===== src/rtl/mips_bus_pkg.sv =====
// Shared types and constants for the two-master Avalon-style CPU memory bus.
package mips_bus_pkg;

  localparam int ADDR_W = 32;
  localparam int DATA_W = 32;
  localparam int BE_W   = 4;

  typedef enum logic [1:0] {
    IDLE = 2'd0,
    GNT0 = 2'd1,
    GNT1 = 2'd2
  } arb_state_e;

  typedef struct packed {
    logic [ADDR_W-1:0] address;
    logic              read;
    logic              write;
    logic [DATA_W-1:0] writedata;
    logic [BE_W-1:0]   byteenable;
  } avalon_req_t;

  localparam avalon_req_t AVALON_REQ_IDLE = '{
    address:    32'h0000_0000,
    read:       1'b0,
    write:      1'b0,
    writedata:  32'h0000_0000,
    byteenable: 4'h0
  };

  function automatic logic req_active(input avalon_req_t r);
    return r.read | r.write;
  endfunction

endpackage


===== src/rtl/mips_bus_sat_counter.sv =====
// Saturating up-counter with synchronous clear (clear wins over enable).
module mips_bus_sat_counter #(
  parameter int W = 32
) (
  input  logic         clk,
  input  logic         reset,
  input  logic         en,
  input  logic         clr,
  output logic [W-1:0] count
);

  logic [W-1:0] count_d;
  logic [W-1:0] count_q;

  // Next count: clear, saturating increment, or hold
  always_comb begin
    count_d = count_q;
    if (clr) begin
      count_d = {W{1'b0}};
    end else if (en && (count_q != {W{1'b1}})) begin
      count_d = count_q + {{(W-1){1'b0}}, 1'b1};
    end else begin
      count_d = count_q;
    end
  end

  // Count register
  always_ff @(posedge clk or negedge reset) begin
    if (!reset) begin
      count_q <= {W{1'b0}};
    end else begin
      count_q <= count_d;
    end
  end

  assign count = count_q;

endmodule


===== src/rtl/mips_bus_arbiter.sv =====
// Round-robin two-master arbiter with transaction lock, stall watchdog and
// per-master stall statistics for a single Avalon-style memory slave.
module mips_bus_arbiter
  import mips_bus_pkg::*;
#(
  parameter int TIMEOUT_CYCLES = 1000,
  parameter int CNT_W          = 32
) (
  input  logic             clk,
  input  logic             reset,
  input  logic [31:0]      m0_address,
  input  logic             m0_read,
  input  logic             m0_write,
  input  logic [31:0]      m0_writedata,
  input  logic [3:0]       m0_byteenable,
  output logic             m0_waitrequest,
  output logic [31:0]      m0_readdata,
  input  logic [31:0]      m1_address,
  input  logic             m1_read,
  input  logic             m1_write,
  input  logic [31:0]      m1_writedata,
  input  logic [3:0]       m1_byteenable,
  output logic             m1_waitrequest,
  output logic [31:0]      m1_readdata,
  output logic [31:0]      s_address,
  output logic             s_read,
  output logic             s_write,
  output logic [31:0]      s_writedata,
  output logic [3:0]       s_byteenable,
  input  logic             s_waitrequest,
  input  logic [31:0]      s_readdata,
  output logic [1:0]       grant,
  output logic             timeout,
  output logic [CNT_W-1:0] m0_stalls,
  output logic [CNT_W-1:0] m1_stalls
);

  localparam int WD_W = $clog2(TIMEOUT_CYCLES + 1);

  arb_state_e  state_d, state_q;
  logic        last_d, last_q;
  logic        timeout_d, timeout_q;
  avalon_req_t m0_req_s, m1_req_s, s_req_s;
  logic        req0_s, req1_s;
  logic        m0_wait_s, m1_wait_s;
  logic        wd_inc_s;
  logic [WD_W-1:0] wd_cnt_s;

  assign m0_req_s = '{address: m0_address, read: m0_read, write: m0_write,
                      writedata: m0_writedata, byteenable: m0_byteenable};
  assign m1_req_s = '{address: m1_address, read: m1_read, write: m1_write,
                      writedata: m1_writedata, byteenable: m1_byteenable};
  assign req0_s   = req_active(m0_req_s);
  assign req1_s   = req_active(m1_req_s);

  // Next-state arbitration; last_q names the previous winner so ties go to the other master
  always_comb begin
    state_d = state_q;
    last_d  = last_q;
    case (state_q)
      IDLE: begin
        if (req0_s && req1_s) begin
          state_d = last_q ? GNT0 : GNT1;
        end else if (req0_s) begin
          state_d = GNT0;
        end else if (req1_s) begin
          state_d = GNT1;
        end else begin
          state_d = IDLE;
        end
      end
      GNT0: begin
        if (!req0_s) begin
          state_d = IDLE;
        end else if (!s_waitrequest) begin
          last_d  = 1'b0;
          state_d = req1_s ? GNT1 : GNT0;
        end else begin
          state_d = GNT0;
        end
      end
      GNT1: begin
        if (!req1_s) begin
          state_d = IDLE;
        end else if (!s_waitrequest) begin
          last_d  = 1'b1;
          state_d = req0_s ? GNT0 : GNT1;
        end else begin
          state_d = GNT1;
        end
      end
      default: begin
        state_d = IDLE;
      end
    endcase
  end

  // Slave-side mux and master stalls follow the registered owner
  always_comb begin
    s_req_s   = AVALON_REQ_IDLE;
    m0_wait_s = 1'b1;
    m1_wait_s = 1'b1;
    case (state_q)
      GNT0: begin
        s_req_s   = m0_req_s;
        m0_wait_s = s_waitrequest;
      end
      GNT1: begin
        s_req_s   = m1_req_s;
        m1_wait_s = s_waitrequest;
      end
      default: begin
        s_req_s = AVALON_REQ_IDLE;
      end
    endcase
  end

  assign wd_inc_s  = s_waitrequest &
                     (((state_q == GNT0) & req0_s) | ((state_q == GNT1) & req1_s));
  assign timeout_d = timeout_q |
                     (wd_inc_s & (wd_cnt_s >= WD_W'(TIMEOUT_CYCLES - 1)));

  // Arbiter state, round-robin pointer and sticky watchdog flag
  always_ff @(posedge clk or negedge reset) begin
    if (!reset) begin
      state_q   <= IDLE;
      last_q    <= 1'b1;
      timeout_q <= 1'b0;
    end else begin
      state_q   <= state_d;
      last_q    <= last_d;
      timeout_q <= timeout_d;
    end
  end

  mips_bus_sat_counter #(.W(WD_W)) u_watchdog (
    .clk(clk), .reset(reset), .en(wd_inc_s), .clr(~wd_inc_s), .count(wd_cnt_s)
  );

  mips_bus_sat_counter #(.W(CNT_W)) u_m0_stalls (
    .clk(clk), .reset(reset), .en(req0_s & m0_wait_s), .clr(1'b0), .count(m0_stalls)
  );

  mips_bus_sat_counter #(.W(CNT_W)) u_m1_stalls (
    .clk(clk), .reset(reset), .en(req1_s & m1_wait_s), .clr(1'b0), .count(m1_stalls)
  );

  assign s_address      = s_req_s.address;
  assign s_read         = s_req_s.read;
  assign s_write        = s_req_s.write;
  assign s_writedata    = s_req_s.writedata;
  assign s_byteenable   = s_req_s.byteenable;
  assign m0_waitrequest = m0_wait_s;
  assign m1_waitrequest = m1_wait_s;
  assign m0_readdata    = s_readdata;
  assign m1_readdata    = s_readdata;
  assign grant          = {state_q == GNT1, state_q == GNT0};
  assign timeout        = timeout_q;

endmodule


===== config.mk =====
export PLATFORM = sky130hd
export DESIGN_NAME = mips_bus_arbiter
export DESIGN_NICKNAME = d
export VERILOG_FILES = /design/src/rtl/mips_bus_pkg.sv /design/src/rtl/mips_bus_sat_counter.sv /design/src/rtl/mips_bus_arbiter.sv
export SDC_FILE = /design/constraint.sdc
export NUM_CORES = 1
export LEC_CHECK = 0
export CORE_AREA = 2 2 146 148
export DETAILED_ROUTE_END_ITERATION = 7
export DIE_AREA = 0 0 148 150
export GPL_ROUTABILITY_DRIVEN = 0
export PLACE_DENSITY = 0.74
export SLEW_MARGIN = 40
export SYNTH_ARGS = -nofsm -noshare
export SYNTH_HDL_FRONTEND = slang
export SYNTH_SLANG_ARGS = --single-unit

===== constraint.sdc =====
create_clock -name clk -period 3.3 [get_ports clk]
set_clock_uncertainty 0.1 [all_clocks]
set_input_delay 0.33 -clock clk [delete_from_list [all_inputs] [get_ports clk]]
set_output_delay 0.33 -clock clk [all_outputs]
set_load 0.01 [all_outputs]

==> results.txt <==
The worst slew margin relative to its limit is a little over half. Leaving out fill and tap cells, the most frequent cells in the layout are 280 x sky130_fd_sc_hd__clkdlybuf4s50_1, 77 x sky130_fd_sc_hd__dfrtp_1, 74 x sky130_fd_sc_hd__nor2b_1. The number of buffers created by CTS is 9. The placement-stage cell area is 0.00823 mm^2. The final setup violation count is 0.

The worst-case IR drop observed on VDD is around 0.35 mV. The min-delay analysis places its worst path in the category reg -> reg. After filler insertion, the fill cell instance count of the layout stands at a little over 2k. The number of buffer and inverter stages on the critical path came out at 3. The initial core utilization is between 20% and 30%. The highest metal layer carrying signal wires in the routed design is met5. The number of antenna violations at the first check in global routing is 1. The first detailed-routing pass took 4 iterations.

The number of nets in the layout is 1005. The power per unit of standard cell area is roughly 600 mW/mm^2. The number of storage elements in the synthesis netlist is just under 80.

Once the clock tree was built, the setup fixing pass inserted 0 buffers. The die outline width came out at between 100 and 150 um. The count of antenna-violating nets left after detailed routing is 0. Entering global routing, the biggest net connects between 70 and 80 pins. The number of vias after detailed routing came out at 5326. The number of hold violations in the final report is 0. Pin placement for this block handled ~380 I/O pins. The placed wire-length estimate after detailed placement is roughly 17000 um. The capturing element type of the critical path is an output port. The sum of met3 wire segment lengths after detailed routing is ~1900 um. The number of remaining DRC errors came out at 0. Traced cell by cell, the critical path runs through inv_1, ha_2, buf_4, a22oi_1, nor2b_1, clkdlybuf4s50_1. The starting DRC count in detailed routing came out at 247.

The critical path is of the reg -> out type. The worst-margin pin slew is about 0.72 ns. Along the worst path, the maximum fanout reaches 18.

The buffer depth of the longest clock path came out at 2. Net switching is a little over a third of the power. The number of antenna diodes in the final layout is 0.

For this design, the slowest cell found on the critical path is sky130_fd_sc_hd__clkdlybuf4s50_1. The cell area after layout came out at around 0.0085 mm^2. The sequential cells in the finished layout cover a total of 0.00195 mm^2. The count of distinct cell types in the synthesized netlist came out at 50. Of the total power, combinational logic draws between 50% and 60%. The average size of a mapped cell is around 9.0 um^2. The core area is between 0.02 and 0.025 mm^2. From bottom edge to top edge, the die measures approximately 150 um. The initialized floorplan defines 53 standard-cell rows.

The number of global-route vias before repair is around 5.1k. The max capacitance violation total came out at 0. The fraction of registers with async set or reset after synthesis is 100%. The peak clock frequency supported by timing is 350 MHz. Setup repair after global routing left no endpoint under its margin. The floorplan step defined a die boundary enclosing ~0.022 mm^2.

The number of max-slew violations in the final report came out at 0. In the final routed layout, each cell accounts on average for roughly 19 um. The H-tree generated during clock tree synthesis spans 3 levels. Summed over all layers, the global routing overflow is 0. Across every metal layer, demand over resource in global routing totals approximately 17%. The number of cells produced by synthesis is slightly above 600. The total net switching power is roughly 1.8 mW. The fraction of the yosys area taken by sequential cells came out at about a third. The kind of cell with the highest combined delay along the critical path is buffers and inverters.

Among all flip-flop cells after synthesis, the most frequent one is sky130_fd_sc_hd__dfrtp_1. The root buffer cell chosen for the clock tree is sky130_fd_sc_hd__clkbuf_16. The post-layout minimum cycle time is 2.86 ns. The relative contribution of the clock network to total power came out at 19.8%. The flow ran to the end, and the final reports show no timing, DRC or antenna violations. The internal power came out at 3.21 mW. The static leakage power came out at approximately 3.1 nW. The area growth from synthesis to final layout is 53.6%. Counting flops with a built-in enable in the synthesized netlist gives 0. Leaving out fill and tap cells, the most frequent cell in the layout is sky130_fd_sc_hd__clkdlybuf4s50_1. The final worst-path cycle share is between 80% and 90%. The data required time of the critical path is roughly 2.9 ns. The share of total power in sequential cells is between 20% and 30%. The longest individual stage delay on the worst path is 0.57 ns. The total detailed-routing wirelength is 20400 um.

The Yosys warning count came out at 0. The wire length on met2 is approximately 9400 um. Clock latency on the worst-skew pair, taken at its later pin, is 0.34 ns. For the final routed database, the setup TNS stands at 0 ns. The fraction of final layout cells sized beyond drive strength 1 came out at between 5 and 6%. The arrival time at the worst endpoint came out at ~2.4 ns. After detailed routing, the wire length on met1 is just under 9000 um. The clock sink count came out at 78. TritonCTS built the clock tree. The startpoint type of the worst setup path is a register. The mapped cell area is between 0.005 and 0.006 mm^2. The global-route wire length before repair is between 20000 and 30000 um. In this run the tool buffered the top-level ports with between 200 and 300 buffer cells. The total area of multi-input combinational cells is around 0.0030 mm^2. The routed via count divided by cell count came out at 4.83. The clock transition at the registers of the reported paths came out at roughly 0.060 ns. The post-synthesis net count came out at ~800.
[timing repair]
item                                   CTS  global route
resized for setup                        0             0
hold buffers                             1             0
endpoints found under the hold margin   77             0
[metrics by stage]
stage	utilization (%)	setup slack [ns]	std cells	hold slack [ns]	power (mW)
after floorplan	-	1.19	616	-0.0656	2.70
after global placement	39.8	0.807	1086	0.364	4.04
after detailed placement	39.8	0.759	1086	0.321	4.07
after CTS	41.3	0.390	1102	0.390	5.09
after global routing	41.3	0.271	1102	0.415	5.35
final	41.3	0.442	1102	0.382	5.03
[path summary, 6_finish.rpt]
check / startpoint / end / slack (ns) / depth (start not counted)
max in group asynchronous: reset / state_q[0] / 2.11 / 2
setup reg to reg: state_q[0] / u_m1_stalls.count[28] / 0.83 / 7
hold reg to reg: timeout / timeout / 0.38 / 1
min in group asynchronous: reset / u_m0_stalls.count[8] / 0.50 / 2
setup / recovery: state_q[0] / s_address[5] / 0.44 / 6
hold / removal: timeout / timeout / 0.38 / 1
[metal layers]
layer  GRT usage [%]  vias to the layer above
met2            26.9                      218
met1            22.7                     2514
met5               0                        -
met4            3.43                        2
li1                -                     2562
met3            6.28                       30
[registers in the layout, indices dropped and copies added, names as in the netlist]
name,count
timeout,1
last_q,1
u_m0_stalls.count,32
state_q,2
u_watchdog.count,10
u_m1_stalls.count,32
[power groups by stage]
| stage | Sequential (mW) | Combinational [mW] | Clock [mW] |
|---|---|---|---|
| 6_report | 1.24 | 2.79 | 0.997 |
| 3_3_place_gp | 1.25 | 2.78 | 0 |
| 2_1_floorplan | 1.26 | 1.43 | 0 |
| 3_5_place_dp | 1.26 | 2.81 | 0 |
| 5_1_grt | 1.27 | 3.02 | 1.07 |
| 4_1_cts | 1.25 | 2.82 | 1.03 |
[cells in the mapped netlist (all sizes together), types with 3 or more instances]
cell type	n	area (um^2)
dfrtp	77	1930
nor2b	74	463
a22oi	71	533
buf	67	498
xnor2	46	403
nand4	35	231
nand3	30	150
clkbuf	29	109
nor2	27	101
nand2	23	86.3
xor2	17	149
and3	16	100
nor3	14	90.1
and4	11	96.3
inv	11	41.3
nor4	9	77.6
ha	7	87.6
a21oi	6	33.8
o21ai	6	30.0
a31oi	5	37.5
mux2	3	33.8
nand2b	3	18.8
nand3b	3	22.5
nor3b	3	22.5
or3	3	18.8
[logic make-up (layout without fill, tap and decap cells)]
| logic type | after synthesis | count (layout) | synth area share (%) |
|---|---|---|---|
| mux | 5 | 5 | 0.968 |
| buf+inv | 107 | 318 | 11.7 |
| compound gates | 97 | 97 | 12.9 |
| flops | 78 | 78 | 35.1 |
| simple gates | 259 | 259 | 27.8 |
| fa+ha+maj | 7 | 7 | 1.58 |
| xor+xnor | 63 | 63 | 9.93 |
[final cells by class]
cell class	instances	share of cell area, %
clock buffer	10	2.80
clock inverter	5	0.703
inverter	11	0.484
multi-input combinational	431	34.7
sequential	78	22.9
tap	275	4.03
timing repair buffer	292	34.4
Note: power is estimated with default switching activity, not from simulation.
